### config.mk
export PLATFORM = sky130hd
export DESIGN_NAME = regfile_write_arbiter_flat
export DESIGN_NICKNAME = d
export VERILOG_FILES = /design/src/rtl/regfile_pkg.sv /design/src/rtl/regfile_write_arbiter_if.sv /design/src/rtl/regfile_write_arbiter_rr_pick.sv /design/src/rtl/regfile_write_arbiter.sv /design/src/flat_wrapper.sv
export SDC_FILE = /design/constraint.sdc
export NUM_CORES = 1
export LEC_CHECK = 0
export CAP_MARGIN = 20
export CORE_MARGIN = 2
export CORE_UTILIZATION = 39
export DETAILED_ROUTE_END_ITERATION = 16
export PLACE_DENSITY = 0.83
export SLEW_MARGIN = 40
export SYNTH_ARGS = -nofsm -noshare
export SYNTH_HDL_FRONTEND = slang
export SYNTH_SLANG_ARGS = --single-unit
### constraint.sdc
create_clock -name clock -period 2.2 [get_ports clock]
set_input_delay 0.22 -clock clock [delete_from_list [all_inputs] [get_ports clock]]
set_output_delay 0.22 -clock clock [all_outputs]
set_load 0.03 [all_outputs]
### src/rtl/regfile_pkg.sv
// Shared register-file constants and the index-to-write-enable mapping.
// r0 lives in the MSB of the one-hot enable; r7 lives in bit 0.
package regfile_pkg;

  localparam int unsigned REG_ADDR_W = 3;
  localparam int unsigned REG_COUNT  = 8;

  typedef logic [REG_ADDR_W-1:0] reg_addr_t;
  typedef logic [REG_COUNT-1:0]  reg_wen_t;

  localparam reg_wen_t REG_R0_BIT = 8'b1000_0000;

  function automatic reg_wen_t reg_onehot(input reg_addr_t idx);
    return REG_R0_BIT >> idx;
  endfunction

endpackage

### src/rtl/regfile_write_arbiter_if.sv
// Requester/arbiter/register-file bus for regfile_write_arbiter.
// The master modport is the requester side; the slave modport is the arbiter.
interface regfile_write_arbiter_if
  import regfile_pkg::*;
#(
  parameter int unsigned DATA_WIDTH = 8,
  parameter int unsigned NUM_REQ    = 3
);

  logic [NUM_REQ-1:0]            req;
  logic [NUM_REQ*REG_ADDR_W-1:0] req_addr;
  logic [NUM_REQ*DATA_WIDTH-1:0] req_data;
  logic                          hold;
  logic [NUM_REQ-1:0]            gnt;
  reg_wen_t                      wr_en;
  reg_addr_t                     wr_addr;
  logic [DATA_WIDTH-1:0]         wr_data;
  logic                          busy;

  modport master (
    output req, req_addr, req_data, hold,
    input  gnt, wr_en, wr_addr, wr_data, busy
  );

  modport slave (
    input  req, req_addr, req_data, hold,
    output gnt, wr_en, wr_addr, wr_data, busy
  );

endinterface

### src/rtl/regfile_write_arbiter_rr_pick.sv
// Combinational round-robin selector: first set bit of eligible searching
// upward from ptr, wrapping modulo NUM_REQ.
module rr_pick #(
  parameter int unsigned NUM_REQ = 3,
  parameter int unsigned PTR_W   = $clog2(NUM_REQ)
) (
  input  logic [NUM_REQ-1:0] eligible,
  input  logic [PTR_W-1:0]   ptr,
  output logic [PTR_W-1:0]   winner,
  output logic               valid
);

  always_comb begin
    winner = '0;
    valid  = 1'b0;
    for (int unsigned i = 0; i < NUM_REQ; i++) begin
      for (int unsigned k = 0; k < NUM_REQ; k++) begin
        if (!valid && eligible[k] && (k == (32'(ptr) + i) % NUM_REQ)) begin
          winner = PTR_W'(k);
          valid  = 1'b1;
        end
      end
    end
  end

endmodule

### src/rtl/regfile_write_arbiter.sv
// Round-robin arbiter for the register file's single write port.
// Build option REGFILE_R0_ZERO_EN: grant r0 writes but suppress their wr_en.
module regfile_write_arbiter
  import regfile_pkg::*;
#(
  parameter int unsigned DATA_WIDTH = 8,
  parameter int unsigned NUM_REQ    = 3
) (
  input logic                    clock,
  input logic                    reset,
  regfile_write_arbiter_if.slave bus
);

  localparam int unsigned PTR_W = $clog2(NUM_REQ);

  logic [NUM_REQ-1:0]    gnt_q, gnt_d;
  reg_wen_t              wr_en_q, wr_en_d;
  reg_addr_t             wr_addr_q, wr_addr_d;
  logic [DATA_WIDTH-1:0] wr_data_q, wr_data_d;
  logic [PTR_W-1:0]      ptr_q, ptr_d;

  logic [NUM_REQ-1:0]    eligible;
  logic [PTR_W-1:0]      winner;
  logic                  win_valid;
  reg_addr_t             sel_addr;
  logic [DATA_WIDTH-1:0] sel_data;

  // The requester holding the current grant still shows req this cycle.
  assign eligible = bus.req & ~gnt_q;

  rr_pick #(
    .NUM_REQ (NUM_REQ),
    .PTR_W   (PTR_W)
  ) u_rr_pick (
    .eligible (eligible),
    .ptr      (ptr_q),
    .winner   (winner),
    .valid    (win_valid)
  );

  always_comb begin
    sel_addr = '0;
    sel_data = '0;
    for (int unsigned k = 0; k < NUM_REQ; k++) begin
      if (winner == PTR_W'(k)) begin
        sel_addr = bus.req_addr[k*REG_ADDR_W +: REG_ADDR_W];
        sel_data = bus.req_data[k*DATA_WIDTH +: DATA_WIDTH];
      end
    end
  end

  always_comb begin
    gnt_d     = '0;
    wr_en_d   = '0;
    wr_addr_d = wr_addr_q;
    wr_data_d = wr_data_q;
    ptr_d     = ptr_q;
    if (!bus.hold && win_valid) begin
      for (int unsigned k = 0; k < NUM_REQ; k++) begin
        if (winner == PTR_W'(k)) gnt_d[k] = 1'b1;
      end
      wr_addr_d = sel_addr;
      wr_data_d = sel_data;
`ifdef REGFILE_R0_ZERO_EN
      wr_en_d   = (sel_addr == '0) ? '0 : reg_onehot(sel_addr);
`else
      wr_en_d   = reg_onehot(sel_addr);
`endif
      ptr_d     = (winner == PTR_W'(NUM_REQ - 1)) ? '0 : winner + 1'b1;
    end
  end

  always_ff @(posedge clock or posedge reset) begin
    if (reset) begin
      gnt_q     <= '0;
      wr_en_q   <= '0;
      wr_addr_q <= '0;
      wr_data_q <= '0;
      ptr_q     <= '0;
    end else begin
      gnt_q     <= gnt_d;
      wr_en_q   <= wr_en_d;
      wr_addr_q <= wr_addr_d;
      wr_data_q <= wr_data_d;
      ptr_q     <= ptr_d;
    end
  end

  assign bus.gnt     = gnt_q;
  assign bus.wr_en   = wr_en_q;
  assign bus.wr_addr = wr_addr_q;
  assign bus.wr_data = wr_data_q;
  assign bus.busy    = |gnt_q;

endmodule

### src/flat_wrapper.sv
// flat-port wrapper written by rule: the top's interface ports become plain ports
module regfile_write_arbiter_flat import regfile_pkg::*;
#(
  parameter int unsigned DATA_WIDTH = 8,
  parameter int unsigned NUM_REQ    = 3
)
  (clock, reset, bus_req, bus_req_addr, bus_req_data, bus_hold, bus_gnt, bus_wr_en, bus_wr_addr, bus_wr_data, bus_busy);
  regfile_write_arbiter_if #(.DATA_WIDTH(DATA_WIDTH), .NUM_REQ(NUM_REQ)) bus_i ();
  input logic clock;
  input logic reset;
  input wire logic [$bits(bus_i.req)-1:0] bus_req;
  input wire logic [$bits(bus_i.req_addr)-1:0] bus_req_addr;
  input wire logic [$bits(bus_i.req_data)-1:0] bus_req_data;
  input wire logic [$bits(bus_i.hold)-1:0] bus_hold;
  output wire logic [$bits(bus_i.gnt)-1:0] bus_gnt;
  output wire logic [$bits(bus_i.wr_en)-1:0] bus_wr_en;
  output wire logic [$bits(bus_i.wr_addr)-1:0] bus_wr_addr;
  output wire logic [$bits(bus_i.wr_data)-1:0] bus_wr_data;
  output wire logic [$bits(bus_i.busy)-1:0] bus_busy;
  assign bus_i.req = bus_req;
  assign bus_i.req_addr = bus_req_addr;
  assign bus_i.req_data = bus_req_data;
  assign bus_i.hold = bus_hold;
  assign bus_gnt = bus_i.gnt;
  assign bus_wr_en = bus_i.wr_en;
  assign bus_wr_addr = bus_i.wr_addr;
  assign bus_wr_data = bus_i.wr_data;
  assign bus_busy = bus_i.busy;
  regfile_write_arbiter #(.DATA_WIDTH(DATA_WIDTH), .NUM_REQ(NUM_REQ)) u_core (.clock(clock), .reset(reset), .bus(bus_i));
endmodule
Yosys cells after proc, flatten, opt, wreduce, memory -nomap -nowiden
Cells that the tools add are included. W data, S select, Z words.

Flip-flop bits (word level): 24. Output and inout bits: 23.

Equality and inequality tests: 8. Muxes and demuxes: 29. Reductions and logical operators: 32. Div/mod/pow operators: 3. Shifts and indexed selects: 1. $add $sub $neg: 3. Bitwise gates (word level): 2.

Operator list (count): $eq A1 B32 Y1 const A (3); $eq A2 B32 Y1 const A (3); $logic_not A32 Y1 (3); $mod A32 B2 Y32 const B (2); $mod A2 B2 Y32 const B (1); $mux W8 (4); $logic_and A1 B1 Y1 (18); $mux W2 (8); $mux W1 (13); $mux W3 (4); $logic_not A1 Y1 (9); $shr A8 B3 Y8 const A (1); $add A2 B1 Y3 const B (1); $add A2 B2 Y3 const B (1); $and A3 B3 Y3 (1); $not A3 Y3 (1); $reduce_or A3 Y1 (1); $add A2 B1 Y2 const B (1); $eq A2 B1 Y1 const B (1); $eq A2 B2 Y1 const B (1); $logic_not A2 Y1 (1).

Depth between registers and ports, before layout
Gate-level depths: netlist (run 1).

Depth after elaboration: 42. Mapped depth: 8. Depth with buffers taken out: 7.

By module
Synthesis (run 1) repeated with hierarchy kept, for this count alone.

Cell total of the unflattened synthesis: 116. Area total of the unflattened synthesis: 1285.0 µm².

Modules (own cells, without submodules): regfile_write_arbiter (instances 1, cells an instance 100, area each 1169.9 µm²); rr_pick (instances 1, cells an instance 16, area each 115.1 µm²).

Worst setup path before layout (run 1)
Ideal clock, no wire load.

Kind: reg2reg. Start: register u_core.ptr_q[0]. End: register u_core.wr_en_q[4], in the netlist u_core.bus.wr_en[4]. Period minus slack after synthesis: 2.040 ns. Path buffers: 0. Stages on the path, launching flop included: 8. Library setup time: 0.086 ns. Arrival time: 1.954 ns. Slack: 0.160 ns. Cell sequence: dfrtp_1 inv_1 ha_1 or2_1 a32o_2 a32o_1 or3_4 nor3_1.

Longest elaborated chain between the ends: 42.

Ends and longest elaborated chain: start: declaration (line regfile_write_arbiter.sv:20) `logic [PTR_W-1:0] ptr_q, ptr_d;`; start signal: assignment (line regfile_write_arbiter.sv:85) `ptr_q <= ptr_d;`; parallel branches: the longest is 41 deep, another holds $mod A32 B2 Y32; $mux W8 (*) (line regfile_write_arbiter.sv:58) `if (!bus.hold && win_valid) begin`; via u_core.wr_en_d[4] (line regfile_write_arbiter.sv:17) `reg_wen_t wr_en_q, wr_en_d;`; end signal: assignment (line regfile_write_arbiter.sv:82) `wr_en_q <= wr_en_d;`; end: declaration (line regfile_write_arbiter.sv:17).

Mark *: on every way through the listed nets, which the timed path passes. A chain may end at the register's enable or synchronous reset.

Final worst setup path (run 1)
Start: register u_core.ptr_q[0]. End: register u_core.wr_en_q[6], in the netlist u_core.bus.wr_en[6].

Same word-level chain as after synthesis.

==> results.txt, run 1 <==
Clk network pwr share - 8.4%
cell mode on critical path - a32o_2
Worst setup SP type - flip-flop
HPWL Detailed - 2660 µm
GPL Wtd Cong - 0.802
initial DRC count - 41
Seq/Total Area, Yosys - 49.2%
Layout Utilization - 68.8%
fraction of layout cells with a size suffix above 1 - 22.3%
Mapped Nets - 156
CTS Buf Count - 3
period utilisation layout - 99.1%
DIE HEIGHT - 60.0 µm
area grow syn2layout - 69.3%
DR WL/cell - 16.4 µm
initial core utilization - 40.7%
Avg Cell Area, Syn - 10.6 µm²
final total power - 2.86 mW
# DRC - 0
Buf+Inv Stages, Crit Path - 1
Top Usage Layer GRT - met2
pre-CTS setup slack - -134 ps
H-tree levels - 1
clock-pin slew on the worst setup and hold paths - 140 ps
slack of the critical path - 20.6 ps
antenna cells - 0
cells along the critical path - inv_2 -> ha_4 -> or2_1 -> a32o_2 -> a32o_2 -> or3_4 -> nor3_2
Finish-stage setup viols - 0
routing usage on met3 - 4.76%
largest net degree at the start of global routing - 25
Via Count - 1,221
Crit. path cell count - 7
Worst R2R Path Depth - 7
Post-synth EDFFs - 0
first-pass GRT wire length - 5660 µm
Vias per Instance - 5.52
MaxCap Viol Count - 0
Yosys cell types - 33
Setup crit end - u_core.bus.wr_en[6]
ANT nets after route - 0
Leak - 0.869 nW
number of global-route vias before repair - 1,209
clk_lat worst skew - 320 ps
commonest non-fill, non-tap cell in the layout - clkdlybuf4s50_1
Sw Ratio - 44.8%
crit path kind - flip-flop to flip-flop
HP Class - primary input to async pin
top cell family by delay on the critical path - simple AND/OR/NAND/NOR gates
GR Overflow Total - 0
clk buf depth - 2
met2 Use GR - 37.3%
die area - 0.00359 mm²
Tmin final - 2180 ps
CTS tree - yes
synthesized netlist cell count - 115
GRT Total Usage - 21.1%
TNS Setup - 0 ps
initial antenna violation count - 0
DR pass1 iterations - 7
Worst EP arrival - 2420 ps
RSZ-0062 raised after global routing - yes
most frequent cells in the layout - clkdlybuf4s50_1 (61), dfrtp_1 (24), buf_4 (11)
critical path launch point - u_core.ptr_q[0]
Mapped Area - 0.00122 mm²
Slowest-stage cell, CP - dfrtp_1
Reg2Reg Setup Slack - 20 ps
Slew Limit Fails - 0
CTS root buffer - clkbuf_4
die width - 60.0 µm
crit-path max FO - 6
Psw - 1.28 mW
Yosys warning count - 0
slew of the pin with the lowest slew margin - 485 ps
Critical Path RT - 2450 ps
Final nets - 230
reg2reg start - u_core.ptr_q[0]
Seq cells post-synth - 24
combinational share of power - 67.4%
Ports - 62
Final Hold Fails - 0
Site Rows - 20
crit end category - flip-flop
Clock Skews - 6.03 ps
PortBufs - 61
Highest Clock Rate - 0.459 GHz
Sequential Power Share - 24.2%
total wire length - 3620 µm
status - finished, final reports clean
Int Power - 1.58 mW
Primary FF master, synth - dfrtp_1
Core Area - 0.00300 mm²
crit-path max cell delay - 430 ps
CTS sink count - 24
async set-reset flop share out of synthesis - 100%
Worst VDD drop - 0.000670 V
FF-to-FF End - u_core.bus.wr_en[6]
PD cells - 1380 mW/mm²
Rel. slew slack - 67.7%
met1 Use GR - 25.4%
[routing by layer]
| layer | up-vias | share of wire (%) | wire, µm |
|---|---|---|---|
| li1 | 578 | - | - |
| met1 | 573 | 38 | 1380 |
| met2 | 60 | 53 | 1910 |
| met3 | 10 | 6.5 | 237 |
| met4 | 0 | 2.5 | 92 |
| met5 | - | 0 | 0 |
[cells in the mapped netlist (all sizes together) (2+ instances only)]
library cell / number / area [µm²]
a221o: 6 / 60.1
or3: 2 / 17.5
nor2: 9 / 33.8
ha: 2 / 25.0
nor3: 10 / 50.1
inv: 5 / 18.8
mux2: 4 / 45.0
a21oi: 2 / 10.0
a31oi: 2 / 12.5
a32o: 2 / 21.3
o2bb2ai: 2 / 17.5
o21ai: 5 / 25.0
and2: 6 / 37.5
buf: 2 / 10.0
and3: 2 / 12.5
a21o: 2 / 15.0
nor2b: 2 / 12.5
nand2: 8 / 30.0
dfrtp: 24 / 601
nand2b: 3 / 18.8
a221oi: 5 / 56.3
nand3b: 2 / 15.0
[cells by family (layout without fill, tap and decap cells)]
| family | Yosys count | in the layout | synth area share, % |
|---|---|---|---|
| AO/OA/AOI/OAI | 32 | 32 | 23.3 |
| adder cells (fa/ha/maj) | 2 | 2 | 2.05 |
| multiplexers | 4 | 4 | 3.69 |
| AND/OR/NAND/NOR | 45 | 45 | 19.2 |
| flip-flops | 24 | 24 | 49.2 |
| buffers and inverters | 8 | 81 | 2.66 |
[per-stage QoR]
stage	instance area (µm²)	hold slack (ps)	std cells
final	2070	222	221
after floorplan	1220	235	115
after global placement	1920	472	214
after detailed placement	1920	499	214
after CTS	1970	242	219
after global routing	2070	249	221
[what timing repair did]
action | 4_1_cts | 5_1_grt
hold buffers | 0 | 0
buffers inserted | 1 | 2
setup endpoints to repair | 9 | 17
resized for setup | 2 | 17
pin swaps | 0 | 2
[registers in the layout (all words and copies together) (netlist names)]
| name | flops |
|---|---|
| u_core.bus.gnt | 3 |
| u_core.bus.wr_addr | 3 |
| u_core.bus.wr_data | 8 |
| u_core.bus.wr_en | 8 |
| u_core.ptr_q | 2 |
[layout make-up]
type	count	area, µm²
sequential	24	601
clock buffer	4	36.3
inverter	5	18.8
timing repair buffer	72	693
fill	241	936
tap	33	41.3
multi-input combinational	83	677
[how the worst min path moves through the flow]
stage | depth (start not counted) | to | slack [ps] | startpoint
finish | 2 | u_core.bus.wr_en[0] | 220 | reset
global route | 2 | u_core.bus.wr_en[0] | 250 | reset
CTS | 2 | u_core.bus.wr_en[0] | 240 | reset
detailed placement | 2 | u_core.bus.wr_addr[0] | 500 | u_core.bus.wr_addr[0]
global placement | 2 | u_core.bus.wr_addr[1] | 470 | u_core.bus.wr_addr[1]
floorplan | 1 | u_core.bus.gnt[0] | 230 | reset
[power groups by stage]
stage          clock (mW)  sequential [mW]  combinational [mW]
6_report            0.240            0.692                1.92
5_1_grt             0.273            0.714                2.06
4_1_cts             0.245            0.688                1.73
2_1_floorplan           0            0.981               0.777
3_5_place_dp            0            0.698                1.70
3_3_place_gp            0            0.696                1.65
Note: power is estimated with default switching activity, not from simulation.
==> run 2, diff against run 1 <==
--- a/config.mk
+++ b/config.mk
@@ -6,10 +6,10 @@
 export NUM_CORES = 1
 export LEC_CHECK = 0
 export CAP_MARGIN = 20
-export CORE_MARGIN = 2
+export CORE_MARGIN = 10
 export CORE_UTILIZATION = 39
 export DETAILED_ROUTE_END_ITERATION = 16
-export PLACE_DENSITY = 0.83
+export PLACE_DENSITY = 0.78
 export SLEW_MARGIN = 40
 export SYNTH_ARGS = -nofsm -noshare
 export SYNTH_HDL_FRONTEND = slang
==> results.txt, run 2 (synthesized netlist as in run 1, its figures left out) <==
GRT Total Usage - 13.6%
ANT nets after route - 0
GPL Wtd Cong - 0.773
Worst EP arrival - 2400 ps
status - finished, final reports clean
antenna cells - 0
Slowest-stage cell, CP - dfrtp_1
Finish-stage setup viols - 0
CTS sink count - 24
hold_ws - 239 ps
PD cells - 1390 mW/mm²
CTS root buffer - clkbuf_4
crit-path max cell delay - 450 ps
Core Area - 0.00303 mm²
PortBufs - 61
DIE HEIGHT - 76.0 µm
Final nets - 227
clk_lat worst skew - 310 ps
HP Class - primary input to async pin
Slew Limit Fails - 0
Highest Clock Rate - 0.464 GHz
Site Rows - 20
top cell family by delay on the critical path - simple AND/OR/NAND/NOR gates
# DRC - 0
crit end category - flip-flop
number of global-route vias before repair - 1,290
total wire length - 4020 µm
RSZ-0062 raised after global routing - yes
HPWL Detailed - 3180 µm
area grow syn2layout - 69.0%
Inst Count DP - 224
initial core utilization - 40.3%
DR pass1 iterations - 4
DR WL/cell - 17.6 µm
Rel. slew slack - 67.7%
CTS Buf Count - 3
CTS Hold Bufs - 0
cells along the critical path - ha_4 -> or2_4 -> a32o_2 -> a32o_1 -> or3_4 -> nor3_2
post-route insts no fill - 229
commonest non-fill, non-tap cell in the layout - clkdlybuf4s50_1
Clock Skews - 11.1 ps
TNS Setup - 0 ps
Layout Utilization - 68.1%
clock-pin slew on the worst setup and hold paths - 140 ps
slew of the pin with the lowest slew margin - 485 ps
die width - 76.0 µm
CTS tree - yes
GR Overflow Total - 0
first-pass GRT wire length - 6670 µm
crit-path max FO - 6
die area - 0.00577 mm²
MaxCap Viol Count - 0
fraction of layout cells with a size suffix above 1 - 20.5%
period utilisation layout - 97.9%
Final Hold Fails - 0
Leak - 0.849 nW
crit path kind - flip-flop to flip-flop
initial DRC count - 69
Worst setup SP type - flip-flop
Critical Path RT - 2440 ps
largest net degree at the start of global routing - 25
Worst VDD drop - 0.000796 V
most frequent cells in the layout - clkdlybuf4s50_1 (61), dfrtp_1 (24), nor2_1 (8), nand2_1 (8), buf_4 (8)
Vias per Instance - 5.28
Via Count - 1,208
Buf+Inv Stages, Crit Path - 0
initial antenna violation count - 0
Tmin final - 2150 ps
clk buf depth - 2
H-tree levels - 1
Ports - 62
-- run 2: changes by cell type in the layout (fill, tap and decap cells not counted), sizes merged --
cell	previous run	this run
clkbuf	4	3
bufinv	0	1
buf	11	8
-- run 2: worst reg2reg max path, stage by stage, from the launching register on --
cell and delay [ps]:
dfrtp_1 450, ha_4 240, or2_4 230, a32o_2 320
a32o_1 260, or3_4 380, nor3_2 200
-- run 2: worst paths after layout --
check                      slack [ps]  cells after the start               endpoint                   from
max in group asynchronous        1720                      3  u_core.bus.wr_data[2]                  reset
min reg2reg                       500                      2  u_core.bus.wr_addr[0]  u_core.bus.wr_addr[0]
max                                50                      6    u_core.bus.wr_en[4]        u_core.ptr_q[1]
min in group clock                450                      2  u_core.bus.wr_data[7]       bus_req_data[23]
min                               240                      3    u_core.bus.wr_en[7]                  reset
max reg2reg                        50                      6    u_core.bus.wr_en[4]        u_core.ptr_q[1]
-- run 2: through the flow --
stage | total power, mW | setup slack (ps) | area (µm²)
after global placement | 2.36 | 83.8 | 1930
after detailed placement | 2.40 | -25.1 | 1930
after global routing | 3.06 | -34.4 | 2060
after CTS | 2.77 | 11.0 | 2000
final | 2.88 | 46.2 | 2060
after floorplan | 1.76 | 160 | 1220
-- run 2: layout make-up --
cell class	count	area, µm²
sequential	24	601
inverter	5	18.8
timing repair buffer	69	671
multi-input combinational	83	666
clock inverter	1	30.0
clock buffer	3	22.5
tap	44	55.1
fill	246	965
-- run 2: what timing repair did --
action                                  in CTS  in global routing
cloned                                       0                  0
endpoints found under the setup margin       9                 18
pin swaps                                    0                  4
setup buffers                                1                  0
resized for setup                            3                 14
-- run 2: where the power goes --
| group | switching [mW] | internal (mW) |
|---|---|---|
| sequential | 0.0935 | 0.604 |
| combinational | 1.03 | 0.832 |
| clock | 0.133 | 0.184 |
| total | 1.26 | 1.62 |
-- run 2: layer usage --
metal,routed length [µm],up-vias,GRT usage (%)
met1,1620,572,15.4
met4,23,0,2.27
met2,1910,62,23.0
met3,463,4,6.49
li1,-,570,-
met5,0,-,0
==> RTL edit (flow settings as in run 1) <==
The package constant `REG_COUNT` goes from 8 to 9.
--- a/src/rtl/regfile_pkg.sv
+++ b/src/rtl/regfile_pkg.sv
@@ -3,7 +3,7 @@
 package regfile_pkg;
 
   localparam int unsigned REG_ADDR_W = 3;
-  localparam int unsigned REG_COUNT  = 8;
+  localparam int unsigned REG_COUNT  = 9;
 
   typedef logic [REG_ADDR_W-1:0] reg_addr_t;
   typedef logic [REG_COUNT-1:0]  reg_wen_t;
Ports: changed (resized bus_wr_en); port bits go from 62 to 63. The function was not compared with the original's and may differ.
==> RTL edit against run 1 <==
- clock skew decreased by 3.8 ps
- via count decreased by 0.57%
- wire length decreased by 3.9%
- sequential share of layout area increased by 0.053 points
- the run now ends with setup timing left
- worst setup slack worse by 24 ps
- power rose by 3.9%
- synthesized area increased by 0.82%
- core utilization decreased by 0.69 points
- non-clock buffer count increased by 1
- design area is 0.18% lower
- sequential cell count is the same
==> RTL edit: results (changes against run 1) <==
* Final setup TNS at -3.08 ps (-3.08 ps)
* Overall die width at 60.2 um (+0.38%)
* Post-DP HPWL at 2660 um (-0.22%)
* GP Congestion at 0.963 (+20%)
* Worst clock skew at 2.25 ps (-3.78 ps)
* Failing checks: setup timing
* Outcome: complete, but fails checks
* DR WL/cell at 14.9 um (-9.2%)
* Syn Nets at 157 (+0.64%)
* Peak VDD IR at 549 uV (-18%)
* Vias post-DR at 1214 (-0.57%)
* Combinational share of power at 0.658 (-0.016)
* Seq/total area at 0.291 (+0.000528)
* Top cells by area, synth: dfrtp_1 (49%), a22oi_1 (4.9%), a31oi_1 (4.1%), nand2_1 (3.0%), nor2_1 (3.0%)
* Pleak at 0.855 nW (-1.5%)
* Non-clk bufs at 73 (+1.4%)
* Non-clock buffer share at 0.340 (+0.00425)
* Post-synthesis sequential area ratio at 0.488 (-0.00400)
* Synth unique cells at 39 (+18%)
* Endpoints failing setup at 1 (+1)
* Multi-input gates at 84 (+1.2%)
* Setup ws final at -3.08 ps (-23.6 ps)
* CP delay by family, top: compound AO/OA/AOI/OAI gates
* Synth top cells by count: dfrtp_1 (24), nand2_1 (10), nor2_1 (10)
* Layout cell share with drive strength beyond 1 at 0.216 (-0.00761)
* Worst Path Arrival at 2440 ps (+20 ps)
* Adder-cell share of the synthesized area at 0.0203 (-0.000167)
* Hold_ws at 219 ps (-3.61 ps)
* DR pass1 iterations at 4 (-3)
* First-pass GRT wire length at 5500 um (-2.8%)
* Seq_cells at 24 (unchanged)
* Pre-CTS setup slack at -48.8 ps (+85.0 ps)
* Sw Share at 0.428 (-0.0200)
* Fraction of area in multi-input gates at 0.308 (-0.0194)
* Clk pwr at 0.320 mW (+33%)
* Compound-Gate Fraction of Synth Area at 0.232 (-0.000875)
## RTL edit: how the worst max path moves through the flow
stage / startpoint / end / slack (ps) / cells after the start
final: u_core.ptr_q[0] / u_core.bus.wr_en[3] / -3 / 8
after global routing: u_core.ptr_q[0] / u_core.bus.wr_en[3] / -60 / 8
after CTS: u_core.ptr_q[0] / u_core.bus.wr_en[6] / -6 / 7
after detailed placement: u_core.ptr_q[0] / u_core.bus.wr_en[6] / -50 / 7
after global placement: u_core.ptr_q[1] / u_core.bus.wr_en[7] / 70 / 6
after floorplan: u_core.ptr_q[0] / u_core.bus.wr_en[5] / 80 / 7
## RTL edit: per-layer routing
metal / track usage / wire [um] / part of all wire
met1: 0.203 / 1300 / 0.37
met2: 0.411 / 1890 / 0.54
met3: 0.0346 / 212 / 0.061
met4: 0.108 / 77 / 0.022
met5: 0 / 0 / 0
## RTL edit: repair_timing
action	in CTS	in global routing
gates resized for setup	7	3
setup buffers	1	3
cloned	0	0
setup endpoints to repair	7	19
pin swaps	6	11
